**src/rtl/scan_seq_3x8_pkg.sv**
```systemverilog
// Shared definitions for the 3x8 decoder scan sequencer.
package scan_seq_3x8_pkg;
  localparam int SEL_W = 3;
  localparam logic [SEL_W-1:0] I_MAX = 3'd7;

  typedef enum logic {
    IDLE = 1'b0,
    SCAN = 1'b1
  } state_e;
endpackage

```
**src/rtl/scan_seq_3x8_dwell_counter.sv**
```systemverilog
// Loadable hold counter: counts 0..limit while running, then wraps to 0.
// tc flags the last cycle of a hold.
module dwell_counter #(
  parameter int W = 8
) (
  input  logic         clk,
  input  logic         rst_n,
  input  logic         clr_i,
  input  logic         run_i,
  input  logic [W-1:0] limit_i,
  output logic         tc_o
);
  logic [W-1:0] cnt_q, cnt_d;

  assign tc_o = (cnt_q == limit_i);

  // Next count: clear wins, otherwise wrap at the limit so the counter never overflows.
  always_comb begin
    cnt_d = cnt_q;
    if (clr_i)      cnt_d = '0;
    else if (run_i) cnt_d = tc_o ? '0 : cnt_q + W'(1);
  end

  // Count register.
  always_ff @(posedge clk or negedge rst_n) begin
    if (!rst_n) cnt_q <= '0;
    else        cnt_q <= cnt_d;
  end
endmodule

```
**src/rtl/scan_seq_3x8.sv**
```systemverilog
// Scan sequencer driving a 3x8 decoder: steps I through 0..7, holding each
// value dwell+1 cycles, either once (mode=1) or continuously (mode=0).
module scan_seq_3x8
  import scan_seq_3x8_pkg::*;
#(
  parameter int DWELL_W = 8
) (
  input  logic               clk,
  input  logic               rst_n,
  input  logic               start,
  input  logic               stop,
  input  logic               mode,
  input  logic [DWELL_W-1:0] dwell,
  output logic               en,
  output logic [SEL_W-1:0]   I,
  output logic               busy,
  output logic               done,
  output logic               wrap
);
  state_e             state_q, state_d;
  logic [SEL_W-1:0]   I_q, I_d;
  logic [DWELL_W-1:0] dwell_q, dwell_d;
  logic               mode_q, mode_d;
  logic               done_q, done_d;
  logic               wrap_q, wrap_d;
  logic               hold_tc;
  logic               hold_clr;

  // Counter sits at zero in IDLE and on abort, so every scan starts from a fresh hold.
  assign hold_clr = (state_q == IDLE) || stop;

  dwell_counter #(.W(DWELL_W)) u_hold (
    .clk     (clk),
    .rst_n   (rst_n),
    .clr_i   (hold_clr),
    .run_i   (state_q == SCAN),
    .limit_i (dwell_q),
    .tc_o    (hold_tc)
  );

  // Outputs come straight from state registers; en is the inverse of busy.
  assign busy = (state_q == SCAN);
  assign en   = (state_q != SCAN);
  assign I    = I_q;
  assign done = done_q;
  assign wrap = wrap_q;

  // Next-state and pulse logic; stop outranks hold expiry.
  always_comb begin
    state_d = state_q;
    I_d     = I_q;
    dwell_d = dwell_q;
    mode_d  = mode_q;
    done_d  = 1'b0;
    wrap_d  = 1'b0;
    unique case (state_q)
      IDLE: begin
        if (start && !stop) begin
          state_d = SCAN;
          I_d     = '0;
          dwell_d = dwell;
          mode_d  = mode;
        end
      end
      SCAN: begin
        if (stop) begin
          state_d = IDLE;
          I_d     = '0;
        end else if (hold_tc) begin
          if (I_q != I_MAX) begin
            I_d = I_q + SEL_W'(1);
          end else if (mode_q) begin
            state_d = IDLE;
            I_d     = '0;
            done_d  = 1'b1;
          end else begin
            I_d    = '0;
            wrap_d = 1'b1;
          end
        end
      end
      default: state_d = IDLE;
    endcase
  end

  // State registers, all cleared asynchronously.
  always_ff @(posedge clk or negedge rst_n) begin
    if (!rst_n) begin
      state_q <= IDLE;
      I_q     <= '0;
      dwell_q <= '0;
      mode_q  <= 1'b0;
      done_q  <= 1'b0;
      wrap_q  <= 1'b0;
    end else begin
      state_q <= state_d;
      I_q     <= I_d;
      dwell_q <= dwell_d;
      mode_q  <= mode_d;
      done_q  <= done_d;
      wrap_q  <= wrap_d;
    end
  end
endmodule
```
**config.mk**
```make
export PLATFORM = sky130hd
export DESIGN_NAME = scan_seq_3x8
export DESIGN_NICKNAME = d
export VERILOG_FILES = /design/src/rtl/scan_seq_3x8_pkg.sv /design/src/rtl/scan_seq_3x8_dwell_counter.sv /design/src/rtl/scan_seq_3x8.sv
export SDC_FILE = /design/constraint.sdc
export NUM_CORES = 1
export LEC_CHECK = 0
export CORE_ASPECT_RATIO = 1.2
export CORE_MARGIN = 3
export CORE_UTILIZATION = 30
export CTS_CLUSTER_DIAMETER = 150
export DETAILED_ROUTE_END_ITERATION = 8
export GPL_TIMING_DRIVEN = 0
export HOLD_SLACK_MARGIN = 0.12
export PLACE_DENSITY = 0.58
export SKIP_CTS_REPAIR_TIMING = 1
export SLEW_MARGIN = 20
export SYNTH_ARGS = -nofsm -noshare
export SYNTH_HDL_FRONTEND = slang
export SYNTH_HIERARCHICAL = 1
export SYNTH_SLANG_ARGS = --single-unit
```
**constraint.sdc**
```tcl
create_clock -name clk -period 1.75 [get_ports clk]
set_clock_uncertainty 0.1 [all_clocks]
set_input_delay 0.525 -clock clk [delete_from_list [all_inputs] [get_ports clk]]
set_output_delay 0.525 -clock clk [all_outputs]
set_load 0.1 [all_outputs]
```
==> results.toml, run 1 <==
[outcome]
violations = "setup timing"
status = "finished, violations left"

[layout]
nets = 153
final_layout_size_suffix_gt1_frac = 0.397
area_growth_pct = 37.5
instances_no_fill = 188
postLayoutCellArea_um2 = 1640
antenna_cells = 0

[critical_path]
path_cells = "buf_12, clkinvlp_4, buf_12"
critPathMostFrequentCell = "buf_12"
crit_slowest_cell = "dfrtp_4"
critical_path_class = "flop to primary output"
end_kind = "primary output"
worstSetupPathDepth = 3
critPathTopFamily = "flip-flops"
critPathMaxFanout = 9
cp_slowest_stage_delay_ns = 0.54
rr_worst_depth = 6
cp-start-kind = "flop"
crit_required_ns = 1.12
critPathBufInv = 3
worstPathArrival_ns = 1.23

[logic_synthesis]
async_flop_share = 1.00
syn_nets = 121
yosys.area.top_type_share = 0.483
synth_cells = 105
synth-seq-area-share = 0.483
yosysMostFrequentCell = "dfrtp_1"
synth_common_cells = "dfrtp_1, xnor2_1, nand2_1, nor2_1, mux2_2"
yosys-top-cells-area = "dfrtp_1, xnor2_1, mux2_2"
ys_warn_count = 6
yosys.area.top_type = "dfrtp_1"
mappedNetlistArea_um2 = 1190
synth_seq_cells = 23
ys.flop_type = "dfrtp_1"
synth_area_per_cell_um2 = 11.4
synth_edf_count = 0
ys_types = 30

[global_routing]
grt_pass1_vias = 892
grt_first_pass_wirelength_um = 3870
grt_max_degree = 24
antenna_found_initial = 0
track_usage = 0.106
grt_overflow = 0

[clock_tree]
clk-insertion-delay-late_ns = 0.26
numCtsBuffers = 3
clkSinkCount = 23
cts-root-buf = "clkbuf_8"
htree_levels = 1
cts_tree = "yes"
path_clk_slew_ns = 0.08
clock_path_buffers = 2

[timing]
fin_crit_sh = 1.06
whs_ns = 0.119
final.setup.tns_ns = -0.122
fmax_mhz = 539
rsz0062_at_grt = "yes"
tightestPinTransition_ns = 0.543
fin_ws_ns = -0.105
hold_violations = 0
slew_headroom = 0.639
period_needed_ns = 1.86
setup-violations-final = 2
finalMaxSlewViolations = 0

[route]
dr.pass1.iters = 3
vias = 879
via_per_inst = 4.68
wl_per_cell_um = 13.0
wirelength_um = 2450
post-route-drc-count = 0
antenna_left = 0
first_iter_violations = 32

[placement]
dp_cells = 176
dpl_cell_area_um2 = 1460
portBuffers = 19
place_congestion = 0.758
dp_hpwl_um = 1690

[die]
initial_core_util = 0.320
die_area_um2 = 4770
boundaryPins = 20
die_h_um = 75.1
core_area_um2 = 3720
die_w_um = 63.6
rows = 24

[pwr]
ir_worst_vdd_mv = 0.257
p_leak_nw = 0.693
total_power_mw = 1.22
power_per_cell_area_nw_per_um2 = 743

[flow_run]
maxCapViolations = 0

[hold_path]
hold_path.class = "primary input to asynchronous set/reset pin"
==> report_power, final <==
part	switching [mW]	internal, mW	total, mW
Combinational	0.121	0.143	0.264
Clock	0.169	0.163	0.331
Sequential	0.0468	0.575	0.622
==> final timing paths <==
check	from	to	slack (ns)
setup / recovery	busy	en	-0.11
hold / removal	rst_n	dwell_q[3]	0.12
setup reg to reg	u_hold/cnt_q[5]	I[0]	-0.02
hold reg to reg	mode_q	wrap	0.39
max in group asynchronous	rst_n	busy	1.04
min in group clk	mode_q	wrap	0.39
==> cell usage in the layout (no fill, tap or decap), drive strengths merged <==
master | synthesis | routed
a31oi | 1 | 1
and2b | 1 | 1
and4bb | 1 | 1
buf | 1 | 14
clkbuf | 0 | 7
clkdlybuf4s50 | 0 | 10
clkinvlp | 0 | 1
dfrtp | 23 | 23
dlymetal6s2s | 0 | 1
ha | 3 | 3
inv | 6 | 5
mux2 | 9 | 9
mux2i | 2 | 2
nand2 | 11 | 11
nand2b | 2 | 2
nand3 | 1 | 1
nand4 | 2 | 2
nor2 | 11 | 11
nor3 | 3 | 3
o2111ai | 1 | 1
o211a | 1 | 1
o211ai | 1 | 1
o21ai | 5 | 5
o22ai | 3 | 3
o311ai | 1 | 1
o31ai | 1 | 1
or2 | 1 | 1
or4 | 1 | 1
xnor2 | 12 | 12
xor2 | 1 | 1
==> kinds of logic after synthesis <==
kind of cell | Yosys count | share of synthesized area
AOI/OAI and AO/OA | 14 | 0.0924
xor gates and xnor gates | 13 | 0.0955
adders and majority gates | 3 | 0.0315
buffers and inverters | 7 | 0.0283
DFF | 23 | 0.483
muxes | 11 | 0.102
and+or+nand+nor | 34 | 0.168
==> registers in the layout, summed over array words and instances (netlist names) <==
register / cells
dwell_q: 8
done: 1
wrap: 1
mode_q: 1
busy: 1
I: 3
u_hold/cnt_q: 8
==> area by class of cell <==
| class | count | area [µm²] |
|---|---|---|
| plain buffers | 1 | 20.0 |
| clock buffers | 4 | 45.0 |
| fillers | 376 | 2080 |
| inverters | 6 | 26.3 |
| multi-input cells | 75 | 667 |
| flip-flops and latches | 23 | 586 |
| well taps | 52 | 65.1 |
| repair buffers | 27 | 230 |
==> routing by layer <==
metal  share of wire  track usage
met1            0.41        0.115
met5               0            0
met4           0.028       0.0647
met2            0.54        0.193
met3           0.029       0.0209
==> metrics by stage <==
step,utilization,setup slack (ns)
2_1_floorplan,-,-0.109
3_3_place_gp,0.393,-0.747
3_5_place_dp,0.393,-0.740
4_1_cts,0.405,-1.05
5_1_grt,0.440,-0.129
6_report,0.440,-0.105
==> worst register-to-register path, cell delays in order, from the launching register on <==
cell and delay, ns:
dfrtp_2 0.45, xnor2_2 0.23, nand4_4 0.17, nor2_4 0.18
nand2_2 0.05, or4_1 0.46, nand2_1 0.07
(Power assumes the default switching activity.)
==> run 2: changes to the inputs <==
- CTS_CLUSTER_SIZE: not set -> 28
==> results of run 2 <==
No change in the layout: final DEF, timing and power equal those of run 1.
==> run 3: changes to the inputs <==
- CTS_BUF_LIST: not set -> sky130_fd_sc_hd__clkbuf_16
- GPL_ROUTABILITY_DRIVEN: not set -> 0
==> results.toml, run 3 (synthesized netlist as in run 1, its figures left out) <==
[outcome]
status = "finished, violations left"
violations = "setup timing"

[pwr]
p_leak_nw = 0.712
power_per_cell_area_nw_per_um2 = 821
total_power_mw = 1.37
ir_worst_vdd_mv = 0.340

[layout]
layout_commonest_cell = "dfrtp_1"
final_layout_size_suffix_gt1_frac = 0.397
multiInputGateArea_um2 = 667
instances_no_fill = 188
fillers = 368
post-route-util = 0.449
register_area_um2 = 586
antenna_cells = 0
nets = 153
layout_common_cells = "dfrtp_1, nand2_1, clkdlybuf4s50_1, nor2_1, mux2_2"
area_growth_pct = 40.3

[clock_tree]
clkSinkCount = 23
path_clk_slew_ns = 0.06
htree_levels = 1
cts_tree = "yes"
numCtsBuffers = 3
clk-insertion-delay-late_ns = 0.25
cts-root-buf = "clkbuf_16"
clock_path_buffers = 2

[placement]
portBuffers = 19
dp_cells = 176
pre_cts_ws_ns = -0.740
dp_hpwl_um = 1690

[timing]
slew_headroom = 0.639
period_needed_ns = 1.83
hold_violations = 0
tightestPinTransition_ns = 0.543
rsz0062_at_grt = "yes"
fmax_mhz = 547
fin_ws_ns = -0.0786
setup-violations-final = 1
finalMaxSlewViolations = 0
fin_crit_sh = 1.04

[route]
vias = 882
via_per_inst = 4.69
first_iter_violations = 17
dr.pass1.iters = 4
wl_per_cell_um = 13.4
wirelength_um = 2520
post-route-drc-count = 0
antenna_left = 0

[die]
die_w_um = 63.6
die_h_um = 75.1
rows = 24
core_area_um2 = 3720
initial_core_util = 0.320
boundaryPins = 20
die_area_um2 = 4770

[global_routing]
track_usage = 0.108
antenna_found_initial = 0
grt_max_degree = 24
grt_pass1_vias = 903
grt_first_pass_wirelength_um = 3970
grt_overflow = 0

[critical_path]
critPathBufInv = 3
worstPathArrival_ns = 1.20
end_kind = "primary output"
cp-start-kind = "flop"
crit_required_ns = 1.12
critPathTopFamily = "flip-flops"
path_cells = "buf_12, clkinvlp_4, buf_12"
critPathMaxFanout = 9
crit_slowest_cell = "dfrtp_4"
critical_path_class = "flop to primary output"
critPathMostFrequentCell = "buf_12"
cp_slowest_stage_delay_ns = 0.53

[flow_run]
maxCapViolations = 0

[hold_path]
hold_path.class = "primary input to asynchronous set/reset pin"
## run 3: cell count changes in the layout (fill, tap and decap cells not counted)
cell	change
clkbuf_1	-1
clkbuf_16	+3
clkbuf_8	-3
inv_1	+1
## run 3: where the power goes
| part | total [mW] | internal [mW] | switching (mW) |
|---|---|---|---|
| clock | 0.486 | 0.305 | 0.181 |
| sequential | 0.622 | 0.576 | 0.0461 |
| combinational | 0.265 | 0.144 | 0.121 |
| total | 1.37 | 1.02 | 0.349 |
## run 3: path summary, 6_finish.rpt
path	from	to	slack (ns)	depth (start not counted)
setup / recovery	busy	en	-0.08	3
hold / removal	rst_n	dwell_q[3]	0.13	1
setup reg to reg	dwell_q[3]	I[0]	0.04	6
hold reg to reg	mode_q	wrap	0.39	1
max in group asynchronous	rst_n	busy	1.02	1
min in group clk	mode_q	wrap	0.39	1
## run 3: layout make-up
type / instances / area share
Inverter: 6 / 0.0157
Clock buffer: 3 / 0.0449
Clock inverter: 1 / 0.00224
Sequential cell: 23 / 0.350
Multi-Input combinational cell: 75 / 0.399
Buffer: 1 / 0.0120
Tap cell: 52 / 0.0389
Timing Repair Buffer: 27 / 0.138
## run 3: worst register-to-register path, stage by stage (launching register included)
cell     delay (ns)
dfrtp_1        0.41
xnor2_2        0.18
nand4_2        0.20
nor2_4         0.23
nand2_2        0.06
or4_1          0.39
nand2_1        0.07
## run 3: per-layer routing
metal	global-route usage	routed length, µm	up-vias
met4	0.0576	21	0
met2	0.193	1380	19
met5	0	0	-
li1	-	-	431
met1	0.123	1040	430
met3	0.0209	78	2
## run 3: per-stage QoR
| step | hold slack [ns] | setup TNS (ns) | cell area [µm²] |
|---|---|---|---|
| 2_1_floorplan | 0.129 | -0.248 | 1210 |
| 3_3_place_gp | 0.388 | -13.03 | 1460 |
| 3_5_place_dp | 0.392 | -13.64 | 1460 |
| 4_1_cts | 0.402 | -6.85 | 1540 |
| 5_1_grt | 0.181 | -0.153 | 1670 |
| 6_report | 0.134 | -0.0786 | 1670 |
